<file path="src/rtl/gp9001_op_pkg.sv">
`default_nettype none
// ============================================================================
//  Module   : gp9001_op_pkg
//  Purpose  : Shared definitions for the GP9001 command-port arbiter:
//             operation codes, sequencer state encoding, grant indices and
//             the op-code to one-hot strobe decode.
//  Revision : 1.0  initial release
// ============================================================================
package gp9001_op_pkg;

    // Operation codes carried on CPU_OP / DMA_OP
    localparam logic [2:0] OP_NONE        = 3'd0;
    localparam logic [2:0] OP_SELECT_REG  = 3'd1;
    localparam logic [2:0] OP_WRITE_REG   = 3'd2;
    localparam logic [2:0] OP_WRITE_RAM   = 3'd3;
    localparam logic [2:0] OP_READ_RAM_H  = 3'd4;
    localparam logic [2:0] OP_READ_RAM_L  = 3'd5;
    localparam logic [2:0] OP_SET_RAM_PTR = 3'd6;
    localparam logic [2:0] OP_RSVD        = 3'd7;

    // Requester index as reported on GRANT
    localparam logic GNT_CPU = 1'b0;
    localparam logic GNT_DMA = 1'b1;

    typedef enum logic [1:0] {
        S_IDLE    = 2'd0,
        S_ISSUE   = 2'd1,
        S_RELEASE = 2'd2
    } state_t;

    // Strobe vector bit order:
    //   [0] SELECT_REG [1] WRITE_REG [2] WRITE_RAM
    //   [3] READ_RAM_H [4] READ_RAM_L [5] SET_RAM_PTR
    // NONE and the reserved code decode to all-zero (no GP9001 access).
    function automatic logic [5:0] op_to_strobe(input logic [2:0] op);
        logic [5:0] s;
        s = 6'b000000;
        case (op)
            OP_SELECT_REG:  s = 6'b000001;
            OP_WRITE_REG:   s = 6'b000010;
            OP_WRITE_RAM:   s = 6'b000100;
            OP_READ_RAM_H:  s = 6'b001000;
            OP_READ_RAM_L:  s = 6'b010000;
            OP_SET_RAM_PTR: s = 6'b100000;
            default:        s = 6'b000000;
        endcase
        return s;
    endfunction

    function automatic logic op_is_read(input logic [2:0] op);
        return (op == OP_READ_RAM_H) || (op == OP_READ_RAM_L);
    endfunction

endpackage
`default_nettype wire

</file>
<file path="src/rtl/gp9001_op_arb_rr_pick.sv">
`default_nettype none
// ============================================================================
//  Module   : gp9001_rr_pick
//  Purpose  : Two-input request picker (purely combinational).
//             A single requester always wins. On a tie the CPU wins when
//             i_cpu_prio is set, otherwise the side not granted last wins.
//  Ports    : i_cpu_req, i_dma_req  request levels
//             i_last_grant          requester granted most recently
//             i_cpu_prio            fixed CPU priority on ties
//             o_gnt_vld             some request is pending
//             o_gnt_idx             chosen requester (GNT_CPU / GNT_DMA)
//  Revision : 1.0  initial release
// ============================================================================
module gp9001_rr_pick
    import gp9001_op_pkg::*;
(
    input  logic i_cpu_req,
    input  logic i_dma_req,
    input  logic i_last_grant,
    input  logic i_cpu_prio,
    output logic o_gnt_vld,
    output logic o_gnt_idx
);

    always_comb begin
        o_gnt_vld = i_cpu_req | i_dma_req;
        o_gnt_idx = GNT_CPU;
        if (i_cpu_req && i_dma_req) begin
            o_gnt_idx = i_cpu_prio ? GNT_CPU : ~i_last_grant;
        end else if (i_dma_req) begin
            o_gnt_idx = GNT_DMA;
        end
    end

endmodule
`default_nettype wire

</file>
<file path="src/rtl/gp9001_op_arb.sv">
`default_nettype none
// ============================================================================
//  Module   : gp9001_op_arb
//  Purpose  : Arbiter / sequencer for the GP9001 command port shared by the
//             68k decoder (CPU_*) and the sprite/VRAM DMA engine (DMA_*).
//             One op at a time: raise one strobe, hold until GP9001ACK, return
//             read data plus a one-cycle ACK pulse, then wait for GP9001ACK to
//             fall. Missing ACK edges are bounded by TIMEOUT cycles.
//  Ports    : CLK96 / RESET96n       clock, async active-low reset
//             CPU_* / DMA_*          requester ports (REQ, OP, DIN, ACK, DOUT)
//             GP9001_OP_*            one-hot op strobes
//             GP9001_DIN/DOUT/ACK    GP9001 data and level acknowledge
//             GRANT, BUSY            current owner, sequencer not idle
//             TIMEOUT_ERR, ERR_CLR   sticky timeout flag and its clear
//  Revision : 1.0  initial release
// ============================================================================
module gp9001_op_arb
    import gp9001_op_pkg::*;
#(
    parameter int TIMEOUT  = 255,
    parameter int CPU_PRIO = 0
) (
    input  logic        CLK96,
    input  logic        RESET96n,
    input  logic        CPU_REQ,
    input  logic [2:0]  CPU_OP,
    input  logic [15:0] CPU_DIN,
    output logic        CPU_ACK,
    output logic [15:0] CPU_DOUT,
    input  logic        DMA_REQ,
    input  logic [2:0]  DMA_OP,
    input  logic [15:0] DMA_DIN,
    output logic        DMA_ACK,
    output logic [15:0] DMA_DOUT,
    output logic        GP9001_OP_SELECT_REG,
    output logic        GP9001_OP_WRITE_REG,
    output logic        GP9001_OP_WRITE_RAM,
    output logic        GP9001_OP_READ_RAM_H,
    output logic        GP9001_OP_READ_RAM_L,
    output logic        GP9001_OP_SET_RAM_PTR,
    output logic [15:0] GP9001_DIN,
    input  logic [15:0] GP9001_DOUT,
    input  logic        GP9001ACK,
    output logic        GRANT,
    output logic        BUSY,
    output logic        TIMEOUT_ERR,
    input  logic        ERR_CLR
);

    localparam int             CW         = $clog2(TIMEOUT + 1);
    localparam logic [CW-1:0]  c_CNT_MAX  = CW'(TIMEOUT);
    // Abort at the end of the TIMEOUT-th cycle spent in a state
    localparam logic [CW-1:0]  c_CNT_LAST = CW'(TIMEOUT - 1);
    localparam logic           c_CPU_PRIO = (CPU_PRIO != 0);

    state_t        r_state, w_state_nx;
    logic [CW-1:0] r_cnt,   w_cnt_nx;
    logic          r_last,  w_last;
    logic          r_grant, w_grant;
    logic [2:0]    r_op,    w_op;
    logic [15:0]   r_din,   w_din;
    logic [5:0]    r_strb,  w_strb;
    logic          r_cpu_ack, w_cpu_ack;
    logic          r_dma_ack, w_dma_ack;
    logic [15:0]   r_cpu_dout, w_cpu_dout;
    logic [15:0]   r_dma_dout, w_dma_dout;
    logic          r_busy,  w_busy;
    logic          r_err,   w_err;
    logic          w_done, w_load, w_err_set;
    logic [15:0]   w_ldata;
    logic          w_pick_vld, w_pick_idx;

    gp9001_rr_pick u_pick (
        .i_cpu_req    (CPU_REQ),
        .i_dma_req    (DMA_REQ),
        .i_last_grant (r_last),
        .i_cpu_prio   (c_CPU_PRIO),
        .o_gnt_vld    (w_pick_vld),
        .o_gnt_idx    (w_pick_idx)
    );

    always_ff @(posedge CLK96 or negedge RESET96n) begin
        if (!RESET96n) begin
            r_state <= S_IDLE;
        end else begin
            r_state <= w_state_nx;
        end
    end

    always_comb begin
        w_state_nx = r_state;
        w_cnt_nx   = (r_cnt == c_CNT_MAX) ? r_cnt : r_cnt + CW'(1);
        w_last     = r_last;
        w_grant    = r_grant;
        w_op       = r_op;
        w_din      = r_din;
        w_strb     = r_strb;
        w_cpu_ack  = 1'b0;
        w_dma_ack  = 1'b0;
        w_cpu_dout = r_cpu_dout;
        w_dma_dout = r_dma_dout;
        w_done     = 1'b0;
        w_load     = 1'b0;
        w_ldata    = 16'h0000;
        w_err_set  = 1'b0;

        case (r_state)
            S_IDLE: begin
                w_cnt_nx = '0;
                if (w_pick_vld) begin
                    w_grant    = w_pick_idx;
                    w_last     = w_pick_idx;
                    w_op       = w_pick_idx ? DMA_OP  : CPU_OP;
                    w_din      = w_pick_idx ? DMA_DIN : CPU_DIN;
                    w_strb     = op_to_strobe(w_op);
                    w_state_nx = S_ISSUE;
                end
            end
            S_ISSUE: begin
                if (r_strb == 6'b000000) begin
                    // NONE / reserved: complete without touching the GP9001
                    w_done     = 1'b1;
                    w_state_nx = S_RELEASE;
                    w_cnt_nx   = '0;
                end else if (GP9001ACK) begin
                    w_strb     = 6'b000000;
                    w_done     = 1'b1;
                    w_load     = op_is_read(r_op);
                    w_ldata    = GP9001_DOUT;
                    w_state_nx = S_RELEASE;
                    w_cnt_nx   = '0;
                end else if (r_cnt == c_CNT_LAST) begin
                    w_strb     = 6'b000000;
                    w_done     = 1'b1;
                    w_load     = 1'b1;
                    w_ldata    = 16'hFFFF;
                    w_err_set  = 1'b1;
                    w_state_nx = S_RELEASE;
                    w_cnt_nx   = '0;
                end
            end
            S_RELEASE: begin
                // Hold off the next grant until the previous ACK has gone low
                if (!GP9001ACK) begin
                    w_state_nx = S_IDLE;
                    w_cnt_nx   = '0;
                end else if (r_cnt == c_CNT_LAST) begin
                    w_err_set  = 1'b1;
                    w_state_nx = S_IDLE;
                    w_cnt_nx   = '0;
                end
            end
            default: begin
                w_state_nx = S_IDLE;
                w_strb     = 6'b000000;
                w_cnt_nx   = '0;
            end
        endcase

        if (w_done) begin
            if (r_grant == GNT_DMA) w_dma_ack = 1'b1;
            else                    w_cpu_ack = 1'b1;
        end
        if (w_load) begin
            if (r_grant == GNT_DMA) w_dma_dout = w_ldata;
            else                    w_cpu_dout = w_ldata;
        end

        w_busy = (w_state_nx != S_IDLE);
        w_err  = w_err_set ? 1'b1 : (ERR_CLR ? 1'b0 : r_err);
    end

    always_ff @(posedge CLK96 or negedge RESET96n) begin
        if (!RESET96n) begin
            r_cnt      <= '0;
            r_last     <= GNT_DMA;
            r_grant    <= GNT_CPU;
            r_op       <= OP_NONE;
            r_din      <= 16'h0000;
            r_strb     <= 6'b000000;
            r_cpu_ack  <= 1'b0;
            r_dma_ack  <= 1'b0;
            r_cpu_dout <= 16'h0000;
            r_dma_dout <= 16'h0000;
            r_busy     <= 1'b0;
            r_err      <= 1'b0;
        end else begin
            r_cnt      <= w_cnt_nx;
            r_last     <= w_last;
            r_grant    <= w_grant;
            r_op       <= w_op;
            r_din      <= w_din;
            r_strb     <= w_strb;
            r_cpu_ack  <= w_cpu_ack;
            r_dma_ack  <= w_dma_ack;
            r_cpu_dout <= w_cpu_dout;
            r_dma_dout <= w_dma_dout;
            r_busy     <= w_busy;
            r_err      <= w_err;
        end
    end

    assign GP9001_OP_SELECT_REG  = r_strb[0];
    assign GP9001_OP_WRITE_REG   = r_strb[1];
    assign GP9001_OP_WRITE_RAM   = r_strb[2];
    assign GP9001_OP_READ_RAM_H  = r_strb[3];
    assign GP9001_OP_READ_RAM_L  = r_strb[4];
    assign GP9001_OP_SET_RAM_PTR = r_strb[5];
    assign GP9001_DIN            = r_din;
    assign CPU_ACK               = r_cpu_ack;
    assign CPU_DOUT              = r_cpu_dout;
    assign DMA_ACK               = r_dma_ack;
    assign DMA_DOUT              = r_dma_dout;
    assign GRANT                 = r_grant;
    assign BUSY                  = r_busy;
    assign TIMEOUT_ERR           = r_err;

endmodule
`default_nettype wire

</file>
<file path="config.mk">
export PLATFORM = sky130hd
export DESIGN_NAME = gp9001_op_arb
export DESIGN_NICKNAME = d
export VERILOG_FILES = /design/src/rtl/gp9001_op_pkg.sv /design/src/rtl/gp9001_op_arb_rr_pick.sv /design/src/rtl/gp9001_op_arb.sv
export SDC_FILE = /design/constraint.sdc
export NUM_CORES = 1
export LEC_CHECK = 0
export ABC_CLOCK_PERIOD_IN_PS = 1800
export BUFFER_PORTS_ARGS = -buffer_cell sky130_fd_sc_hd__buf_2
export CELL_PAD_IN_SITES_DETAIL_PLACEMENT = 1
export CELL_PAD_IN_SITES_GLOBAL_PLACEMENT = 2
export CORE_MARGIN = 2
export CORE_UTILIZATION = 29
export CTS_BUF_LIST = sky130_fd_sc_hd__clkbuf_4 sky130_fd_sc_hd__clkbuf_8
export CTS_CLUSTER_DIAMETER = 100
export DETAILED_ROUTE_END_ITERATION = 8
export PLACE_DENSITY = 0.8
export SLEW_MARGIN = 20
export SYNTH_ARGS = -nofsm -noshare
export SYNTH_HDL_FRONTEND = slang
export SYNTH_HIERARCHICAL = 1
export SYNTH_SLANG_ARGS = --single-unit
</file>
<file path="constraint.sdc">
create_clock -name CLK96 -period 1.8 [get_ports CLK96]
set_input_delay 0.36 -clock CLK96 [delete_from_list [all_inputs] [get_ports CLK96]]
set_output_delay 0.36 -clock CLK96 [all_outputs]
set_load 0.05 [all_outputs]
</file>
==> results of run 1 <==
-- cells in the final DEF, fill, tap and decap left out, types with 3 or more instances in the layout --
cell      instances
a211oi_2          4
a21oi_1           7
a21oi_2           5
a21oi_4          11
and3_1            3
buf_12            4
buf_2           117
buf_4            37
clkbuf_8          9
dfrtp_1          68
dfrtp_2           3
ha_1              5
inv_1            24
mux2_2            3
mux2_4           32
mux2i_1          17
nand2_1          32
nor2_1           14
o21ai_0          22
xnor2_1           3
-- area by class of cell --
class / instances / area (sq um) / share of cell area, %
Tap cell: 147 / 183.9 / 3.546
Clock buffer: 9 / 123.9 / 2.388
Inverter: 25 / 93.84 / 1.809
Multi-Input combinational cell: 207 / 1844 / 35.56
Timing Repair Buffer: 164 / 1056 / 20.36
Clock inverter: 7 / 77.57 / 1.496
Sequential cell: 72 / 1807 / 34.84
-- flip-flops by register name, summed over array words and instances, names as in the netlist --
signal       count
BUSY             1
CPU_ACK          1
CPU_DOUT        16
DMA_ACK          1
DMA_DOUT        16
GP9001_DIN      16
GRANT            1
TIMEOUT_ERR      1
r_cnt            8
r_last           1
r_op             2
r_state          2
r_strb           6
-- through the flow --
stage	hold WS (ns)	std cells
3_3_place_gp	0.3176	606
4_1_cts	0.1943	628
6_report	0.2120	631
5_1_grt	0.2053	631
3_5_place_dp	0.3190	606
2_1_floorplan	0.06441	318
-- power groups by stage --
stage               Clock [W]  Combinational, W  Sequential (W)
floorplan                   0           0.00116         0.00393
global placement            0           0.00372         0.00243
detailed placement          0           0.00378         0.00245
CTS                   0.00137           0.00395         0.00243
global route          0.00145           0.00442         0.00251
finish                0.00132           0.00414         0.00245
-- final timing paths --
path	slack (ns)	cells after the start	endpoint	startpoint
max in group asynchronous	0.75	3	GP9001_DIN[4]$_DFFE_PN0P_	RESET96n
setup reg to reg	-0.29	6	CPU_DOUT[13]$_DFFE_PN0P_	r_strb[3]$_DFFE_PN0P_
min in group asynchronous	0.48	2	DMA_DOUT[2]$_DFFE_PN0P_	RESET96n
hold / removal	0.21	2	TIMEOUT_ERR$_DFFE_PN0P_	ERR_CLR
setup / recovery	-0.29	6	CPU_DOUT[13]$_DFFE_PN0P_	r_strb[3]$_DFFE_PN0P_
hold reg to reg	0.46	2	r_last$_DFFE_PN1P_	r_last$_DFFE_PN1P_
-- logic make-up after synthesis --
logic type               share of synthesized area (%)
AO/OA/AOI/OAI                                    11.25
XOR/XNOR                                        0.7501
adder cells (fa/ha/maj)                          2.143
buffers and inverters                            6.035
flip-flops                                       51.46
multiplexers                                     17.46
other                                           0.1070
AND/OR/NAND/NOR                                  10.79
-- critical path, cell delays in order (launching register included) --
cell and delay (ns):
dfrtp_2 0.40, or4_4 0.56, o31ai_4 0.27, or2_4 0.24
buf_12 0.16, a21oi_4 0.05, mux2_4 0.30
-- metal layers --
layer  global-route usage (%)  share of wire [%]  vias up  routed length [um]
met2                    25.03                 48      103                4928
met5                        0                  0        -                   0
met1                    21.51                 46     1459                4738
met4                    4.390               0.77        0                  80
met3                    3.985                6.0        7                 620
li1                         -                  -     1418                   -
-- timing repair --
| item | in CTS | in global routing |
|---|---|---|
| resized for setup | 15 | 36 |
| setup endpoints to repair | 47 | 52 |
| pin swaps | 2 | 0 |
| endpoints found under the hold margin | 25 | 0 |
| hold buffers | 1 | 0 |
| setup buffers | 2 | 2 |
| gates cloned | 3 | 1 |
==> flow_metrics.tcl, run 1 <==
set metrics [dict create \
    yosysUniqueCellTypes 51 \
    leakage_nw 2.659 \
    fin_area_sq_um 5186 \
    cap_violations 0 \
    critPathMaxFanout 8 \
    hold_path.class "input pin to register" \
    synth_async_sr_flop_share_pct 100.0 \
    crit_arrival_ns 2.33 \
    peakVddDrop_v 0.0006591 \
    seq_area_frac_synth_pct 51.46 \
    ant_nets 0 \
    grt_max_degree 35 \
    drive_above_1_share_pct 54.34 \
    antenna_found_initial 0 \
    sw_frac_of_total_pct 47.23 \
    grt_pass1_vias 3061 \
    fmax_mhz 477.4 \
    setup-tns-final_ns -9.047 \
    diodes 0 \
    combPwrFrac_pct 52.4 \
    intPower_w 0.004169 \
    synthTopCellsByArea "dfrtp_1, mux2_2, mux2i_1" \
    synthFlopType "dfrtp_1" \
    p_per_area_nw_per_um2 1524 \
    cts.sinks 72 \
    die_h_um 113.9 \
    overflow 0 \
    initial_utilization_pct 29.41 \
    grt_pass1_wl_mm 15.99 \
    fillerInstances 1361 \
    die-area_sq_um 12980 \
    postRouteWirelength_mm 10.37 \
    port_buffers 118 \
    violations "negative setup slack" \
    power_frac_seq_pct 30.9 \
    chipWidth_um 113.9 \
    hpwl_mm 7.284 \
    clkLatencyLatePin_ns 0.35 \
    skew_ns 0.01409 \
    clock_path_buffers 2 \
    synth_warnings 6 \
    drc 0 \
    min_period_ns 2.095 \
    drv_slew 0 \
    track_usage_pct 15.77 \
    period_share_pct 116.4 \
    synth_most_common_cell "dfrtp_1" \
    rsz0062_at_grt "true" \
    nets 545 \
    place_ws_ns -0.2592 \
    total_power_w 0.007901 \
    cts_tree "yes" \
    synth_edf_count 0 \
    end_kind "register" \
    htreeDepth 3 \
    yosys-top-cells-count "dfrtp_1, nand2_1, inv_1, mux2_2, o21ai_0" \
    cp.required_ns 2.04 \
    io_pins 119 \
    vias 2987 \
    start_kind "register" \
    cts-root-buf "clkbuf_8" \
    hold_viol 0 \
    postLayoutCoreUtil_pct 43.54 \
    placed_cell_area_sq_um 4627 \
    synth_top_cell_area_share_pct 50.71 \
    synth_top_area_cell "dfrtp_1" \
    synthCells 318 \
    crit_type "register to register" \
    drtPass1Iterations 6 \
    syn_to_final_growth_pct 48.04 \
    synth_area_sq_um 3503 \
    clockPowerShare_pct 16.7 \
    power_switching_w 0.003732 \
    cts-buffers-inserted 9 \
    detail_route.vias_per_cell 4.734 \
    fin_ws_ns -0.2948 \
    avgSynthCellArea_sq_um 11.02 \
    first_iter_violations 76 \
    core_area_sq_um 11910 \
    fp-row-count 40 \
    clk_pin_slew_ns 0.08 \
    wl_per_cell_um 16.43 \
    syn_nets 384 \
    setup_violations 47 \
    gp_congestion 0.7988 \
    ys_seq_elements 72 \
    run_status "finished, violations left" \
]
Note: power is estimated with default switching activity, not from simulation.
==> inputs of run 2 (changes only) <==
--- a/config.mk
+++ b/config.mk
@@ -14,9 +14,8 @@
 export CTS_BUF_LIST = sky130_fd_sc_hd__clkbuf_4 sky130_fd_sc_hd__clkbuf_8
 export CTS_CLUSTER_DIAMETER = 100
 export DETAILED_ROUTE_END_ITERATION = 8
-export PLACE_DENSITY = 0.8
+export PLACE_DENSITY = 0.79
 export SLEW_MARGIN = 20
 export SYNTH_ARGS = -nofsm -noshare
 export SYNTH_HDL_FRONTEND = slang
-export SYNTH_HIERARCHICAL = 1
 export SYNTH_SLANG_ARGS = --single-unit
==> flow_metrics.tcl, run 2 <==
set metrics [dict create \
    synth_async_sr_flop_share_pct 100.0 \
    run_status "finished, violations left" \
    postRouteWirelength_mm 10.41 \
    place_ws_ns -0.03343 \
    detail_route.vias_per_cell 4.742 \
    hold_path.class "input pin to register" \
    sw_frac_of_total_pct 47.61 \
    hold_viol 0 \
    power_switching_w 0.003724 \
    intPower_w 0.004098 \
    avgSynthCellArea_sq_um 11.02 \
    grt_max_degree 33 \
    cp.required_ns 2.04 \
    synthFlopType "dfrtp_1" \
    syn_to_final_growth_pct 36.50 \
    track_usage_pct 15.69 \
    crit_path_cell_trace "inv_2 > ha_4 > nand4_4 > o31ai_4 > buf_4 > nand3_4 > clkbuf_16 > mux2_2" \
    wl_per_cell_um 15.96 \
    synth_edf_count 0 \
    combPwrFrac_pct 49.4 \
    drc 0 \
    drtPass1Iterations 4 \
    r2r_start "r_cnt[0]$_DFF_PN0_" \
    clock_path_buffers 2 \
    core_area_sq_um 12110 \
    port_buffers 118 \
    seq_area_frac_synth_pct 49.57 \
    die-area_sq_um 13450 \
    slew_headroom_pct 68.68 \
    rsz0062_at_grt "true" \
    antenna_found_initial 0 \
    gp_congestion 0.8005 \
    hold_start "ERR_CLR" \
    overflow 0 \
    end_kind "register" \
    drv_slew 0 \
    syn_nets 396 \
    ff2ff_setup_slack_ns -0.01 \
    hold_depth 2 \
    worst_pin_slew_ns 0.4698 \
    skew_ns 0.006317 \
    critPathMaxFanout 5 \
    synthTopCellsByArea "dfrtp_1, mux2i_1, o21ai_0" \
    peakVddDrop_v 0.0003940 \
    postLayoutCoreUtil_pct 40.99 \
    diodes 0 \
    violations "negative setup slack" \
    initial_utilization_pct 30.03 \
    worstReg2RegEnd "CPU_DOUT[3]$_DFFE_PN0P_" \
    drive_above_1_share_pct 44.63 \
    min_period_ns 1.814 \
    chipWidth_um 116.0 \
    setup_violations 5 \
    ys_seq_elements 72 \
    yosysUniqueCellTypes 50 \
    clk_pin_slew_ns 0.07 \
    slowest_delay_ns 0.40 \
    holdPathEnd "TIMEOUT_ERR$_DFFE_PN0P_" \
    start_kind "register" \
    crit_arrival_ns 2.06 \
    final_cell_mix "buf_2, dfrtp_1, o21ai_0" \
    p_per_area_nw_per_um2 1575 \
    cts_tree "yes" \
    period_share_pct 100.8 \
    cts-root-buf "clkbuf_8" \
    grt_pass1_wl_mm 16.24 \
    synth_area_sq_um 3637 \
    grt_pass1_vias 3128 \
    synth_top_cell_area_share_pct 48.85 \
    reg2reg_depth 8 \
    setup-tns-final_ns -0.04863 \
    synth_top_area_cell "dfrtp_1" \
    cts.sinks 72 \
    leakage_nw 2.485 \
    clockPowerShare_pct 19.3 \
    power_frac_seq_pct 31.3 \
    synth_most_common_cell "dfrtp_1" \
    yosys-top-cells-count "dfrtp_1, o21ai_0, inv_1, mux2i_1, nand2_1" \
    vias 3092 \
    total_power_w 0.007822 \
    io_pins 119 \
    cts-buffers-inserted 9 \
    hpwl_mm 7.654 \
    htreeDepth 3 \
    nets 545 \
    fmax_mhz 551.4 \
    synth_warnings 0 \
    cap_violations 0 \
    hold_ws_ns 0.1888 \
    fp-row-count 40 \
    fin_ws_ns -0.01366 \
    final_common_cell "buf_2" \
    first_iter_violations 130 \
    crit_type "register to register" \
    clkLatencyLatePin_ns 0.36 \
    slowest_stage "dfrtp_1" \
    die_h_um 116.0 \
    synthCells 330 \
    ant_nets 0 \
]
[run 2: cell types whose count changed in the layout (fill, tap and decap cells not counted), sizes merged, moves of 6 or more]
cell,before,now
o21ai,24,39
mux2i,18,30
nand2,33,20
a21oi,23,17
buf,162,149
and2,2,8
mux2,35,20
[run 2: worst max-delay path by stage]
stage	start	endpoint	slack (ns)	depth (start not counted)
after floorplan	r_strb[4]$_DFFE_PN0P_	DMA_DOUT[12]$_DFFE_PN0P_	-0.07	6
after global placement	r_cnt[0]$_DFF_PN0_	DMA_DOUT[5]$_DFFE_PN0P_	0.03	6
after detailed placement	r_cnt[0]$_DFF_PN0_	DMA_DOUT[10]$_DFFE_PN0P_	-0.03	7
after CTS	r_cnt[0]$_DFF_PN0_	DMA_DOUT[9]$_DFFE_PN0P_	-0.008	6
after global routing	r_cnt[0]$_DFF_PN0_	CPU_DOUT[12]$_DFFE_PN0P_	-0.1	8
final	r_cnt[0]$_DFF_PN0_	CPU_DOUT[3]$_DFFE_PN0P_	-0.01	8
[run 2: worst max-delay path, delay by kind of cell, from the launching register on]
| kind | cells | cell delay, ns |
|---|---|---|
| buffers and inverters | 3 | 0.45 |
| muxes | 1 | 0.26 |
| adders and majority gates | 1 | 0.15 |
| DFF | 1 | 0.40 |
| and+or+nand+nor | 2 | 0.21 |
| AOI/OAI and AO/OA | 1 | 0.23 |
[run 2: repair_timing]
item / in CTS / in global routing
setup endpoints to repair: 14 / 38
hold endpoints to repair: 30 / 0
hold buffers: 1 / 0
gates resized for setup: 5 / 8
setup buffers: 2 / 5
pin swaps: 1 / 0
cloned: 1 / 1
[run 2: power by group through the flow]
stage | clock network, W | logic [W] | registers (W)
after floorplan | 0 | 0.00114 | 0.00402
after global placement | 0 | 0.00371 | 0.00246
after detailed placement | 0 | 0.00379 | 0.00248
after CTS | 0.00156 | 0.00383 | 0.00246
after global routing | 0.00162 | 0.00417 | 0.00252
final | 0.00151 | 0.00386 | 0.00245
[run 2: logic make-up (layout without fill, tap and decap cells)]
group	count (synthesis)	count (layout)	share of synthesized area [%]
simple gates	65	66	11.73
buf+inv	44	197	5.676
compound gates	90	90	15.38
xor+xnor	3	3	0.7225
flops	72	72	49.57
fa+ha+maj	6	6	2.064
mux	50	50	14.86
[run 2: metal layers]
| metal | GRT usage [%] | vias to the layer above | routed length (um) | part of all wire (%) |
|---|---|---|---|---|
| met4 | 5.159 | 0 | 146 | 1.4 |
| li1 | - | 1473 | - | - |
| met2 | 24.48 | 86 | 4909 | 47 |
| met1 | 21.52 | 1520 | 4826 | 46 |
| met3 | 3.766 | 13 | 524 | 5.0 |
| met5 | 0 | - | 0 | 0 |
[run 2: layout make-up]
type,instances,area (sq um)
clock inverters,4,76.32
clock buffers,12,158.9
inverters,30,112.6
well taps,168,210.2
repair buffers,151,889.6
fillers,1409,7147
flip-flops and latches,72,1810
multi-input cells,215,1707
[run 2: metrics by stage]
step	instances	cell area, sq um
floorplan	330	3672
detailed placement	626	4587
finish	652	4965
global route	652	4965
CTS	646	4871
global placement	626	4587
==> inputs of run 3 (changes only) <==
--- a/config.mk
+++ b/config.mk
@@ -14,6 +14,7 @@
 export CTS_BUF_LIST = sky130_fd_sc_hd__clkbuf_4 sky130_fd_sc_hd__clkbuf_8
 export CTS_CLUSTER_DIAMETER = 100
 export DETAILED_ROUTE_END_ITERATION = 8
+export MAX_ROUTING_LAYER = met4
 export PLACE_DENSITY = 0.79
 export SLEW_MARGIN = 20
 export SYNTH_ARGS = -nofsm -noshare
==> flow_metrics.tcl, run 3 (synthesis results as in run 2) <==
set metrics [dict create \
    fp-row-count 40 \
    gp_congestion 0.8120 \
    io_pins 119 \
    cp_num_buf_inv 3 \
    die-area_sq_um 13450 \
    cap_violations 0 \
    cts.sinks 72 \
    setup_violations 5 \
    peakVddDrop_v 0.0003934 \
    leakage_nw 2.487 \
    crit_arrival_ns 2.06 \
    vias 3085 \
    worstReg2RegEnd "CPU_DOUT[13]$_DFFE_PN0P_" \
    initial_utilization_pct 30.03 \
    worst_pin_slew_ns 0.4625 \
    postRouteWirelength_mm 10.27 \
    slew_headroom_pct 69.05 \
    hold_path.class "input pin to register" \
    period_share_pct 100.8 \
    ff2ff_setup_slack_ns -0.01 \
    rsz0062_at_grt "true" \
    core_area_sq_um 12110 \
    antenna_found_initial 0 \
    holdPathEnd "TIMEOUT_ERR$_DFFE_PN0P_" \
    drive_above_1_share_pct 44.42 \
    path_delay_family "buffers and inverters" \
    cts-buffers-inserted 9 \
    track_usage_pct 16.20 \
    cts-root-buf "clkbuf_8" \
    syn_to_final_growth_pct 36.43 \
    slowest_delay_ns 0.41 \
    instances_no_fill 652 \
    hold_depth 2 \
    port_buffers 118 \
    final_common_cell "buf_2" \
    htreeDepth 3 \
    critPathMaxFanout 5 \
    drv_slew 0 \
    clkLatencyLatePin_ns 0.36 \
    clk_pin_slew_ns 0.08 \
    placed_cells 626 \
    reg2reg_depth 8 \
    chipWidth_um 116.0 \
    slowest_stage "dfrtp_1" \
    start_kind "register" \
    diodes 0 \
    run_status "finished, violations left" \
    p_per_area_nw_per_um2 1573 \
    wl_per_cell_um 15.76 \
    fmax_mhz 551.2 \
    multiInputGateArea_sq_um 1704 \
    crit_type "register to register" \
    cp.required_ns 2.05 \
    violations "negative setup slack" \
    drc 0 \
    detail_route.vias_per_cell 4.732 \
    skew_ns 0.005385 \
    fillerInstances 1409 \
    fin_ws_ns -0.01432 \
    hold_start "ERR_CLR" \
    crit_path_cell_trace "inv_2 > ha_4 > nand4_4 > o31ai_4 > buf_4 > nand3_4 > clkbuf_16 > mux2_2" \
    min_period_ns 1.814 \
    nets 545 \
    regArea_sq_um 1810 \
    hpwl_mm 7.654 \
    first_iter_violations 138 \
    r2r_start "r_cnt[0]$_DFF_PN0_" \
    ant_nets 0 \
    hold_viol 0 \
    fin_area_sq_um 4962 \
    clock_path_buffers 2 \
    die_h_um 116.0 \
    cts_tree "yes" \
    postLayoutCoreUtil_pct 40.97 \
    drtPass1Iterations 4 \
    grt_pass1_vias 3128 \
    end_kind "register" \
    grt_max_degree 33 \
    overflow 0 \
    hold_ws_ns 0.1862 \
    grt_pass1_wl_mm 16.24 \
    placed_cell_area_sq_um 4587 \
    final_cell_mix "buf_2, dfrtp_1, o21ai_0" \
]
run 3: cell count changes in the layout (fill, tap and decap cells not counted):
cell,delta
ha_2,-1
ha_1,+1
run 3: where the power goes:
part	switching (W)	internal [W]
sequential	0.000308	0.00214
clock	0.000635	0.000874
combinational	0.00277	0.00108
run 3: worst max path at each step:
stage,to,cells past startpoint,start
6_report,CPU_DOUT[13]$_DFFE_PN0P_,8,r_cnt[0]$_DFF_PN0_
5_1_grt,CPU_DOUT[12]$_DFFE_PN0P_,8,r_cnt[0]$_DFF_PN0_
4_1_cts,DMA_DOUT[9]$_DFFE_PN0P_,6,r_cnt[0]$_DFF_PN0_
3_5_place_dp,DMA_DOUT[10]$_DFFE_PN0P_,7,r_cnt[0]$_DFF_PN0_
3_3_place_gp,DMA_DOUT[5]$_DFFE_PN0P_,6,r_cnt[0]$_DFF_PN0_
2_1_floorplan,DMA_DOUT[12]$_DFFE_PN0P_,6,r_strb[4]$_DFFE_PN0P_
run 3: stage by stage:
stage,setup TNS (ns),setup WS [ns],total power (W)
floorplan,-0.2860,-0.07150,0.005159
global placement,0,0.03467,0.006169
detailed placement,-0.1118,-0.03343,0.006271
CTS,-0.01199,-0.007832,0.007836
global route,-1.132,-0.09439,0.008301
finish,-0.05341,-0.01432,0.007804
run 3: repair_timing:
| action | in CTS | in global routing |
|---|---|---|
| pin swaps | 1 | 0 |
| hold endpoints to repair | 30 | 0 |
| hold buffers | 1 | 0 |
| gates resized for setup | 5 | 7 |
| setup buffers | 2 | 5 |
| endpoints found under the setup margin | 14 | 38 |
| gates cloned | 1 | 1 |
run 3: worst register-to-register path, cell delays in order, from the launching register on:
cell,delay [ns]
dfrtp_1,0.41
inv_2,0.09
ha_4,0.15
nand4_4,0.09
o31ai_4,0.23
buf_4,0.17
nand3_4,0.12
clkbuf_16,0.19
mux2_2,0.26
run 3: cell type report:
type                            count  share of cell area, %
Clock inverter                      4                  1.538
Timing Repair Buffer              151                  17.93
Inverter                           30                  2.269
Sequential cell                    72                  36.49
Tap cell                          168                  4.236
Multi-Input combinational cell    215                  34.34
Clock buffer                       12                  3.202
run 3: metal layers:
metal  vias to the layer above  share of wire, %  GRT usage [%]
met1                      1511                47          21.71
met2                        85                47          24.41
met4                         0               1.4          5.159
met3                        13               4.9          3.661
li1                       1476                 -              -
met5                         -                 0              -
